### src/rtl/status_tx.sv
`default_nettype none
// ============================================================================
// Module   : status_tx
// Brief    : Snapshots scanner status and writes a framed 10-byte packet into
//            the USB TX FIFO, only when the whole packet fits.
// Revision : 1.0 - initial release
// ============================================================================
module status_tx #(
    parameter logic [7:0] SYNC_BYTE  = 8'hA5,
    parameter int         PERIOD_CYC = 0,
    parameter int         PKT_LEN    = 10
) (
    input  logic        clk_100M,
    input  logic        nrst,
    input  logic        tx_req,
    input  logic        cont_en,
    input  logic [15:0] cont_gain,
    input  logic [15:0] cont_off,
    input  logic [15:0] scan_line,
    input  logic        scan_err,
    output logic        tx_busy,
    output logic        usb_wr_clk,
    output logic        usb_wr_valid,
    output logic [7:0]  usb_writedata,
    input  logic [7:0]  usb_txspace
);

    typedef enum logic [1:0] {
        ST_IDLE = 2'd0,
        ST_SNAP = 2'd1,
        ST_SEND = 2'd2
    } state_t;

    localparam logic [7:0] c_LEN8     = 8'(PKT_LEN);
    localparam logic [3:0] c_IDX_END  = 4'(PKT_LEN);
    localparam logic [3:0] c_IDX_CSUM = 4'(PKT_LEN - 1);

    state_t      r_state;
    state_t      w_state_nxt;
    logic        r_pending;
    logic        r_busy;
    logic        r_valid;
    logic [7:0]  r_data;
    logic [3:0]  r_idx;
    logic [7:0]  r_csum;
    logic [7:0]  r_seq;
    logic        r_en;
    logic        r_err;
    logic [15:0] r_gain;
    logic [15:0] r_off;
    logic [15:0] r_line;
    logic        w_tick;
    logic        w_go;
    logic [7:0]  w_byte;

    assign usb_wr_clk    = clk_100M;
    assign usb_wr_valid  = r_valid;
    assign usb_writedata = r_data;
    assign tx_busy       = r_busy;

    generate
        if (PERIOD_CYC > 0) begin : g_period
            localparam int c_PW = (PERIOD_CYC > 1) ? $clog2(PERIOD_CYC) : 1;
            logic [c_PW-1:0] r_cnt;

            assign w_tick = (r_cnt == c_PW'(PERIOD_CYC - 1));

            always_ff @(posedge clk_100M or negedge nrst) begin
                if (!nrst) begin
                    r_cnt <= '0;
                end else if (w_tick) begin
                    r_cnt <= '0;
                end else begin
                    r_cnt <= r_cnt + 1'b1;
                end
            end
        end else begin : g_no_period
            assign w_tick = 1'b0;
        end
    endgenerate

    // A request in the current cycle counts immediately so SNAP follows it directly.
    assign w_go = (r_pending || tx_req || w_tick) && (usb_txspace >= c_LEN8);

    always_comb begin
        w_state_nxt = r_state;
        case (r_state)
            ST_IDLE: if (w_go) w_state_nxt = ST_SNAP;
            ST_SNAP: w_state_nxt = ST_SEND;
            ST_SEND: begin
                if (r_idx == c_IDX_END) begin
                    w_state_nxt = w_go ? ST_SNAP : ST_IDLE;
                end
            end
            default: w_state_nxt = ST_IDLE;
        endcase
    end

    always_comb begin
        w_byte = 8'h00;
        case (r_idx)
            4'd1:    w_byte = r_seq;
            4'd2:    w_byte = {6'b0, r_err, r_en};
            4'd3:    w_byte = r_gain[15:8];
            4'd4:    w_byte = r_gain[7:0];
            4'd5:    w_byte = r_off[15:8];
            4'd6:    w_byte = r_off[7:0];
            4'd7:    w_byte = r_line[15:8];
            4'd8:    w_byte = r_line[7:0];
            default: w_byte = 8'h00;
        endcase
    end

    always_ff @(posedge clk_100M or negedge nrst) begin
        if (!nrst) begin
            r_state   <= ST_IDLE;
            r_busy    <= 1'b0;
            r_pending <= 1'b0;
        end else begin
            r_state <= w_state_nxt;
            r_busy  <= (w_state_nxt != ST_IDLE);
            if (tx_req || w_tick) begin
                r_pending <= 1'b1;
            end else if (r_state == ST_SNAP) begin
                r_pending <= 1'b0;
            end
        end
    end

    // r_idx names the byte loaded at the next edge; the output register shows r_idx-1.
    always_ff @(posedge clk_100M or negedge nrst) begin
        if (!nrst) begin
            r_valid <= 1'b0;
            r_data  <= 8'h00;
            r_idx   <= 4'd0;
            r_csum  <= 8'h00;
            r_seq   <= 8'h00;
            r_en    <= 1'b0;
            r_err   <= 1'b0;
            r_gain  <= 16'h0000;
            r_off   <= 16'h0000;
            r_line  <= 16'h0000;
        end else begin
            case (r_state)
                ST_SNAP: begin
                    r_en    <= cont_en;
                    r_err   <= scan_err;
                    r_gain  <= cont_gain;
                    r_off   <= cont_off;
                    r_line  <= scan_line;
                    r_valid <= 1'b1;
                    r_data  <= SYNC_BYTE;
                    r_csum  <= SYNC_BYTE;
                    r_idx   <= 4'd1;
                end
                ST_SEND: begin
                    if (r_idx == c_IDX_END) begin
                        r_valid <= 1'b0;
                        r_data  <= 8'h00;
                        r_idx   <= 4'd0;
                        r_seq   <= r_seq + 8'd1;
                    end else if (r_idx == c_IDX_CSUM) begin
                        r_data <= r_csum;
                        r_idx  <= r_idx + 4'd1;
                    end else begin
                        r_data <= w_byte;
                        r_csum <= r_csum + w_byte;
                        r_idx  <= r_idx + 4'd1;
                    end
                end
                default: begin
                    r_valid <= 1'b0;
                end
            endcase
        end
    end

endmodule
`default_nettype wire

### config.mk
export PLATFORM = sky130hd
export DESIGN_NAME = status_tx
export DESIGN_NICKNAME = d
export VERILOG_FILES = /design/src/rtl/status_tx.sv
export SDC_FILE = /design/constraint.sdc
export NUM_CORES = 1
export LEC_CHECK = 0
export CAP_MARGIN = 0
export CORE_AREA = 2 2 114 116
export DETAILED_ROUTE_END_ITERATION = 8
export DIE_AREA = 0 0 116 118
export SLEW_MARGIN = 30
export SYNTH_ARGS = -nofsm -noshare
export SYNTH_HDL_FRONTEND = slang
export SYNTH_SLANG_ARGS = --single-unit
### constraint.sdc
create_clock -name clk_100M -period 4.5 [get_ports clk_100M]
set_input_delay 0.675 -clock clk_100M [delete_from_list [all_inputs] [get_ports clk_100M]]
set_output_delay 0.675 -clock clk_100M [all_outputs]
set_load 0.01 [all_outputs]
== Yosys cells after proc, flatten, opt, wreduce, memory -nomap -nowiden ==
Index checks and enable logic that the tools add are counted.

* Output and inout port bits: 11
* Word-level logic and storage cells: 57
* Input bits: 61
* Register bits after elaboration: 83

* Add/sub/neg operators: 3
* Muxes and demuxes: 17
* Magnitude comparators: 1
* Eq/ne operators: 15
* Reductions and logical operators: 8

{| class="wikitable"
|+ Operators by type and width
! cell !! number
|-
| $pmux W8 S8 || 1
|-
| $mux W8 || 4
|-
| $pmux W8 S2 || 2
|-
| $eq A4 B3 Y1 const B || 4
|-
| $eq A4 B4 Y1 const B || 3
|-
| $add A8 B1 Y8 const B || 1
|-
| $add A8 B8 Y8 || 1
|-
| $eq A4 B2 Y1 const B || 2
|-
| $ge A8 B4 Y1 const B || 1
|-
| $pmux W4 S2 || 1
|-
| $ne A2 B2 Y1 const B || 3
|-
| $pmux W2 S3 || 1
|-
| $reduce_bool A2 Y1 || 3
|-
| $add A4 B1 Y4 const B || 1
|-
| $eq A4 B1 Y1 const B || 1
|-
| $mux W1 || 4
|-
| $mux W2 || 2
|-
| $mux W4 || 1
|-
| $reduce_and A3 Y1 || 1
|-
| $eq A2 B1 Y1 const B || 1
|-
| $eq A2 B2 Y1 const B || 1
|-
| $logic_not A2 Y1 || 1
|-
| $pmux W1 S2 || 1
|-
| $reduce_and A2 Y1 || 1
|-
| other kinds (2) || 2
|}

== Depth between registers and ports, before layout ==
Gate-level depths: netlist of the first run.

* Depth after elaboration: 6
* Mapped depth: 17
* Gate-level depth less buffers: 14

==> impl_metrics.toml, run 1 <==
[sta]
timing.slew.headroom_pct = 49.4
final_max_slew_viols = 0
finClkSkew_ns = 0.00907
fin_setup_tns_ns = 0
hold_violations = 0
setup_viol_count_final = 0
rsz0062_at_grt = "false"
fin_crit_ns = 3.65
timing.fmax_mhz = 274
worst_margin_slew_ns = 0.759
post-route-period-util_pct = 81.2

[synthesis]
async_flop_share_pct = 100
synthCells = 371
per_instance_average_area_after_synthesis_um2 = 11.5
synth-warning-count = 0
synth-edff-count = 0
ys_seq_elements = 83
postSynth.topFlopCell = "dfrtp_1"
netlist-cell-type-count = 58
syn-cell-area_mm2 = 0.00427
syn-num-nets = 444
yosysSeqAreaShare_pct = 48.7

[place]
gp_routability_congestion = 0.805
post_dp_cell_area_mm2 = 0.00511
portBuffers = 70
place.detailed.hpwl_mm = 6.97

[setup_path]
crit_start_category = "register"
setup.worst_path.end_class = "register"
worst-endpoint-required_ns = 4.84
reg2reg_to = "r_csum[7]$_DFFE_PN0P_"
worst_r2r_startpoint = "r_idx[2]$_DFFE_PN0P_"
worstSetupPathType = "reg2reg"
timing.critical_path.fanout_max = 22
worst-endpoint-arrival_ns = 4.00
setup.reg_to_reg.worst_slack_ns = 0.85
rr_worst_depth = 11

[finish]
most-common-layout-cells = "dfrtp_1 (83), clkdlybuf4s50_1 (69), mux2_2 (56)"
nFillCells = 1178
num_antenna_cells = 0
mostFrequentLayoutCell = "dfrtp_1"
finish.net_count = 512
areaGrowthSynthToFinish_pct = 28.5
post_route_cells_drive_above_1_share_pct = 21.0
final_design_area_no_fill_mm2 = 0.00548

[clock_tree]
post_cts.resized_instances = 0
worst_skew_pair.late_latency_ns = 0.45
worst_setup_hold_path_clk_slew_ns = 0.06
post_cts_setup_buffers = 0
cts_hold_repair.buffers = 0
cts_tree = "yes"

[global_routing]
grt_antenna_before_repair = 0
gr-usage-all-layers_pct = 15.2
globalRoute.totalOverflow = 0
first_global_vias = 3294
largest_net_degree_at_the_start_of_global_routing = 84
grt_first_pass_wirelength_mm = 16.2

[floorplan]
chipWidth_um = 116
core_area_mm2 = 0.0124
rows = 41
dieHeight_um = 118
fp.dieArea_mm2 = 0.0137
design.portCount = 72
initial_standard_cell_utilization_of_the_core_pct = 34.4

[min_path]
worst_hold_path_type = "in2async"

[detailed_routing]
drt_pass1_iterations = 4
vias_per_cell = 5.03
wl_per_cell_um = 15.7
postRouteWirelength_mm = 9.67
dr.first_iter.drc_count = 240
antenna_left = 0
final_routed_drc_violation_total = 0
num_vias = 3092

[job]
max-cap-violations = 0

[run_status]
status = "finished, final reports clean"

[pwr]
vdd_ir_drop_max_v = 0.000251
p_leak_uw = 0.00223
p_per_area_mw_per_mm2 = 618
## report_power, final
part | leakage (uW) | internal, uW | switching (uW)
combinational | 0.00107 | 655 | 615
clock | 0.000182 | 570 | 312
sequential | 0.000984 | 1050 | 187
## Yosys cell counts (all sizes together), types with 2 or more instances
library cell | number | area share [%]
a21o | 2 | 0.35
a21oi | 14 | 1.6
a221o | 2 | 0.47
a22o | 4 | 0.82
a22oi | 6 | 1.1
a31oi | 5 | 0.88
a32o | 2 | 0.47
and2 | 2 | 0.29
and2b | 3 | 0.53
buf | 12 | 1.8
clkbuf | 9 | 0.79
dfrtp | 83 | 49
ha | 11 | 3.2
inv | 16 | 1.4
mux2 | 57 | 15
mux2i | 7 | 1.6
mux4 | 3 | 1.6
nand2 | 26 | 2.3
nand2b | 2 | 0.29
nand3 | 7 | 0.82
nand3b | 3 | 0.53
nand4 | 3 | 0.44
nand4b | 3 | 0.97
nor2 | 18 | 1.6
nor2b | 3 | 0.44
nor3 | 5 | 0.70
nor4 | 3 | 0.44
o211ai | 2 | 0.35
o21ai | 19 | 2.2
o22a | 2 | 0.41
o22ai | 7 | 1.0
o31ai | 2 | 0.35
xnor2 | 7 | 1.4
xor2 | 6 | 1.2
## worst max-delay path by stage
stage | from | cells after the start | endpoint
floorplan | clk_100M | 1 | usb_wr_clk
global placement | r_idx[2]$_DFFE_PN0P_ | 11 | r_csum[7]$_DFFE_PN0P_
detailed placement | r_idx[2]$_DFFE_PN0P_ | 11 | r_csum[7]$_DFFE_PN0P_
CTS | r_idx[2]$_DFFE_PN0P_ | 11 | r_csum[7]$_DFFE_PN0P_
global route | r_idx[2]$_DFFE_PN0P_ | 14 | r_csum[6]$_DFFE_PN0P_
finish | r_idx[2]$_DFFE_PN0P_ | 11 | r_csum[7]$_DFFE_PN0P_
## critical path, stage by stage, from the launching register on
cell and delay (ns):
dfrtp_1 0.83, mux4_2 0.63, a22oi_1 0.40, inv_1 0.08, ha_1 0.28, a21oi_1 0.10, o2111ai_1 0.30, nor4_1 0.08
o31ai_1 0.38, xnor2_1 0.19, a21oi_1 0.10, o22a_1 0.18
## cell families after synthesis
group / after synthesis / synth area share, %
compound gates: 74 / 11.7
fa+ha+maj: 13 / 3.93
buf+inv: 37 / 3.99
mux: 67 / 18.3
simple gates: 84 / 10.8
xor+xnor: 13 / 2.67
flops: 83 / 48.7
## state kept, by name, indices dropped and copies added (netlist names)
register and count:
r_seq 8, usb_writedata 8, r_err 1, r_idx 4
tx_busy 1, r_gain 16, r_line 16, r_off 16
r_pending 1, r_state 2, usb_wr_valid 1, r_en 1
r_csum 8
## through the flow
step | utilization [%] | total power [uW] | instances | hold slack (ns) | worst slack, ns
floorplan | - | 2170 | 371 | 0.379 | 1.46
global placement | 41.2 | 2510 | 597 | 0.462 | 0.887
detailed placement | 41.2 | 2550 | 597 | 0.467 | 0.837
CTS | 44.2 | 3430 | 615 | 0.308 | 0.831
global route | 44.2 | 3620 | 615 | 0.335 | 0.546
finish | 44.2 | 3390 | 615 | 0.279 | 0.846
## layout make-up
type	count	area [um^2]	share of cell area, %
clock buffer	15	328	5.98
multi-input combinational	251	2020	36.9
tap	172	215	3.92
clock inverter	4	51.3	0.935
inverter	16	60.1	1.10
timing repair buffer	74	729	13.3
sequential	83	2080	37.9
## layer usage
layer	up-vias	global-route usage (%)	part of all wire [%]
li1	1473	-	-
met1	1505	19.6	45
met2	91	23.6	47
met3	23	3.86	5.1
met4	0	7.29	2.9
met5	-	0	0
Power figures use the tool's default switching activity.
==> run 2, diff against run 1 <==
- clock period: 4.5 -> 3.55 ns (I/O delays scaled with it)
==> run 2 against run 1 <==
  * Utilization is 0.68 points higher
  * Critical endpoint is now r_csum[6]$_DFFE_PN0P_
  * Clock skew hardly changed
  * Setup slack worse by 0.61 ns
  * Largest cell class unchanged
  * Total power is 28% higher
  * Worst hold slack worse by 0.15 ns
  * Final area is 1.5% higher
  * Sequential cell count stayed put
  * Sequential power is 26% higher
  * Register-to-register slack worse by 0.61 ns
==> impl_metrics.toml, run 2 (same netlist as run 1, synthesis figures left out) <==
[run_status]
status = "finished, final reports clean"

[floorplan]
initial_standard_cell_utilization_of_the_core_pct = 34.4
fp.dieArea_mm2 = 0.0137
rows = 41
design.portCount = 72
chipWidth_um = 116
dieHeight_um = 118
core_area_mm2 = 0.0124

[global_routing]
globalRoute.totalOverflow = 0
first_global_vias = 3250
gr-usage-all-layers_pct = 14.7
grt_first_pass_wirelength_mm = 16.0
grt_antenna_before_repair = 0
largest_net_degree_at_the_start_of_global_routing = 84

[finish]
mostFrequentLayoutCell = "dfrtp_1"
post_route_cells_drive_above_1_share_pct = 22.6
num_antenna_cells = 0
areaGrowthSynthToFinish_pct = 30.5
layout_top_registers = "r_gain (16), r_line (16), r_off (16)"
finish.net_count = 515
most-common-layout-cells = "dfrtp_1 (81), clkdlybuf4s50_1 (69), mux2_2 (56)"
fin_util_pct = 44.8
nFillCells = 1181

[detailed_routing]
vias_per_cell = 4.93
postRouteWirelength_mm = 9.36
num_vias = 3051
dr.first_iter.drc_count = 187
wl_per_cell_um = 15.1
final_routed_drc_violation_total = 0
drt_pass1_iterations = 4
antenna_left = 0

[pwr]
p_leak_uw = 0.00226
vdd_ir_drop_max_v = 0.000383
cellInternalPower_uw = 2920
seq_power_share_pct = 35.6
power.share.clock_pct = 26.4
share_comb_of_total_power_pct = 38.0
totalPowerFinal_uw = 4350
p_per_area_mw_per_mm2 = 781
p_switching_uw = 1420
power.switching_fraction_pct = 32.7

[clock_tree]
post_cts_setup_buffers = 0
worst_setup_hold_path_clk_slew_ns = 0.06
worst_skew_pair.late_latency_ns = 0.45
post_cts.resized_instances = 0
cts_tree = "yes"
cts_hold_repair.buffers = 0

[sta]
timing.slew.headroom_pct = 50.3
worst_slack_ns = 0.238
final_max_slew_viols = 0
setup_viol_count_final = 0
fin_setup_tns_ns = 0
post-route-period-util_pct = 93.3
fin_crit_ns = 3.31
hold_violations = 0
finClkSkew_ns = 0.00871
rsz0062_at_grt = "false"
worst_margin_slew_ns = 0.745
timing.fmax_mhz = 302

[place]
portBuffers = 70
gp_routability_congestion = 0.819
place_worst_setup_slack_ns = 0.234
place.detailed.hpwl_mm = 6.85

[setup_path]
worstSetupPathType = "reg2reg"
crit_start_category = "register"
setup.worst_path.end_class = "register"
worst-endpoint-required_ns = 3.90
worst-endpoint-arrival_ns = 3.66
timing.critical_path.fanout_max = 29

[min_path]
worst_hold_path_type = "in2async"

[job]
max-cap-violations = 0
[run 2: per-stage QoR]
stage | cell area, um^2 | cells | hold WS, ns
floorplan | 4270 | 371 | 0.237
global placement | 5170 | 600 | 0.463
detailed placement | 5170 | 600 | 0.468
CTS | 5560 | 619 | 0.164
global route | 5570 | 619 | 0.196
finish | 5570 | 619 | 0.128
[run 2: area by class of cell]
type,count,area (um^2),area share (%)
flip-flops and latches,83,2080,37.3
multi-input cells,251,2030,36.4
repair buffers,77,790,14.2
clock buffers,14,324,5.82
well taps,172,215,3.87
clock inverters,6,71.3,1.28
inverters,16,60.1,1.08
[run 2: power by group through the flow]
stage          Sequential (uW)  Combinational, uW  Clock, uW
6_report                  1550               1650       1150
5_1_grt                   1590               1840       1210
4_1_cts                   1550               1670       1170
3_5_place_dp              1570               1670       28.7
3_3_place_gp              1550               1640       28.7
2_1_floorplan             1500               1220       23.2
[run 2: per-layer routing]
metal | GRT usage, % | vias to the layer above | wire length [um]
met3 | 2.83 | 8 | 320
met4 | 5.13 | 0 | 101
li1 | - | 1480 | -
met5 | 0 | - | 0
met1 | 20.1 | 1507 | 4500
met2 | 23.2 | 56 | 4440
[run 2: critical path, cell delays in order, from the launching register on]
cell and delay [ns]:
dfrtp_1 0.44, buf_12 0.19, nand2b_1 0.18, nor2_1 0.18, a22oi_1 0.13, o22ai_1 0.30
ha_1 0.23, inv_1 0.05, fa_1 0.41, nor2b_1 0.12, o21ai_0 0.08, nand2b_1 0.11
a21oi_1 0.09, maj3_1 0.37, xor2_1 0.15, o21ai_0 0.19
[run 2: final timing paths]
check	cells past startpoint	slack, ns	start	endpoint
setup / recovery	15	0.24	r_idx[2]$_DFFE_PN0P_	r_csum[6]$_DFFE_PN0P_
hold / removal	1	0.13	nrst	r_line[13]$_DFFE_PN0P_
setup reg to reg	15	0.24	r_idx[2]$_DFFE_PN0P_	r_csum[6]$_DFFE_PN0P_
hold reg to reg	1	0.47	r_seq[7]$_DFFE_PN0P_	r_seq[7]$_DFFE_PN0P_
max in group asynchronous	1	2.86	nrst	r_idx[3]$_DFFE_PN0P_
min in group clk_100M	1	0.47	r_seq[7]$_DFFE_PN0P_	r_seq[7]$_DFFE_PN0P_
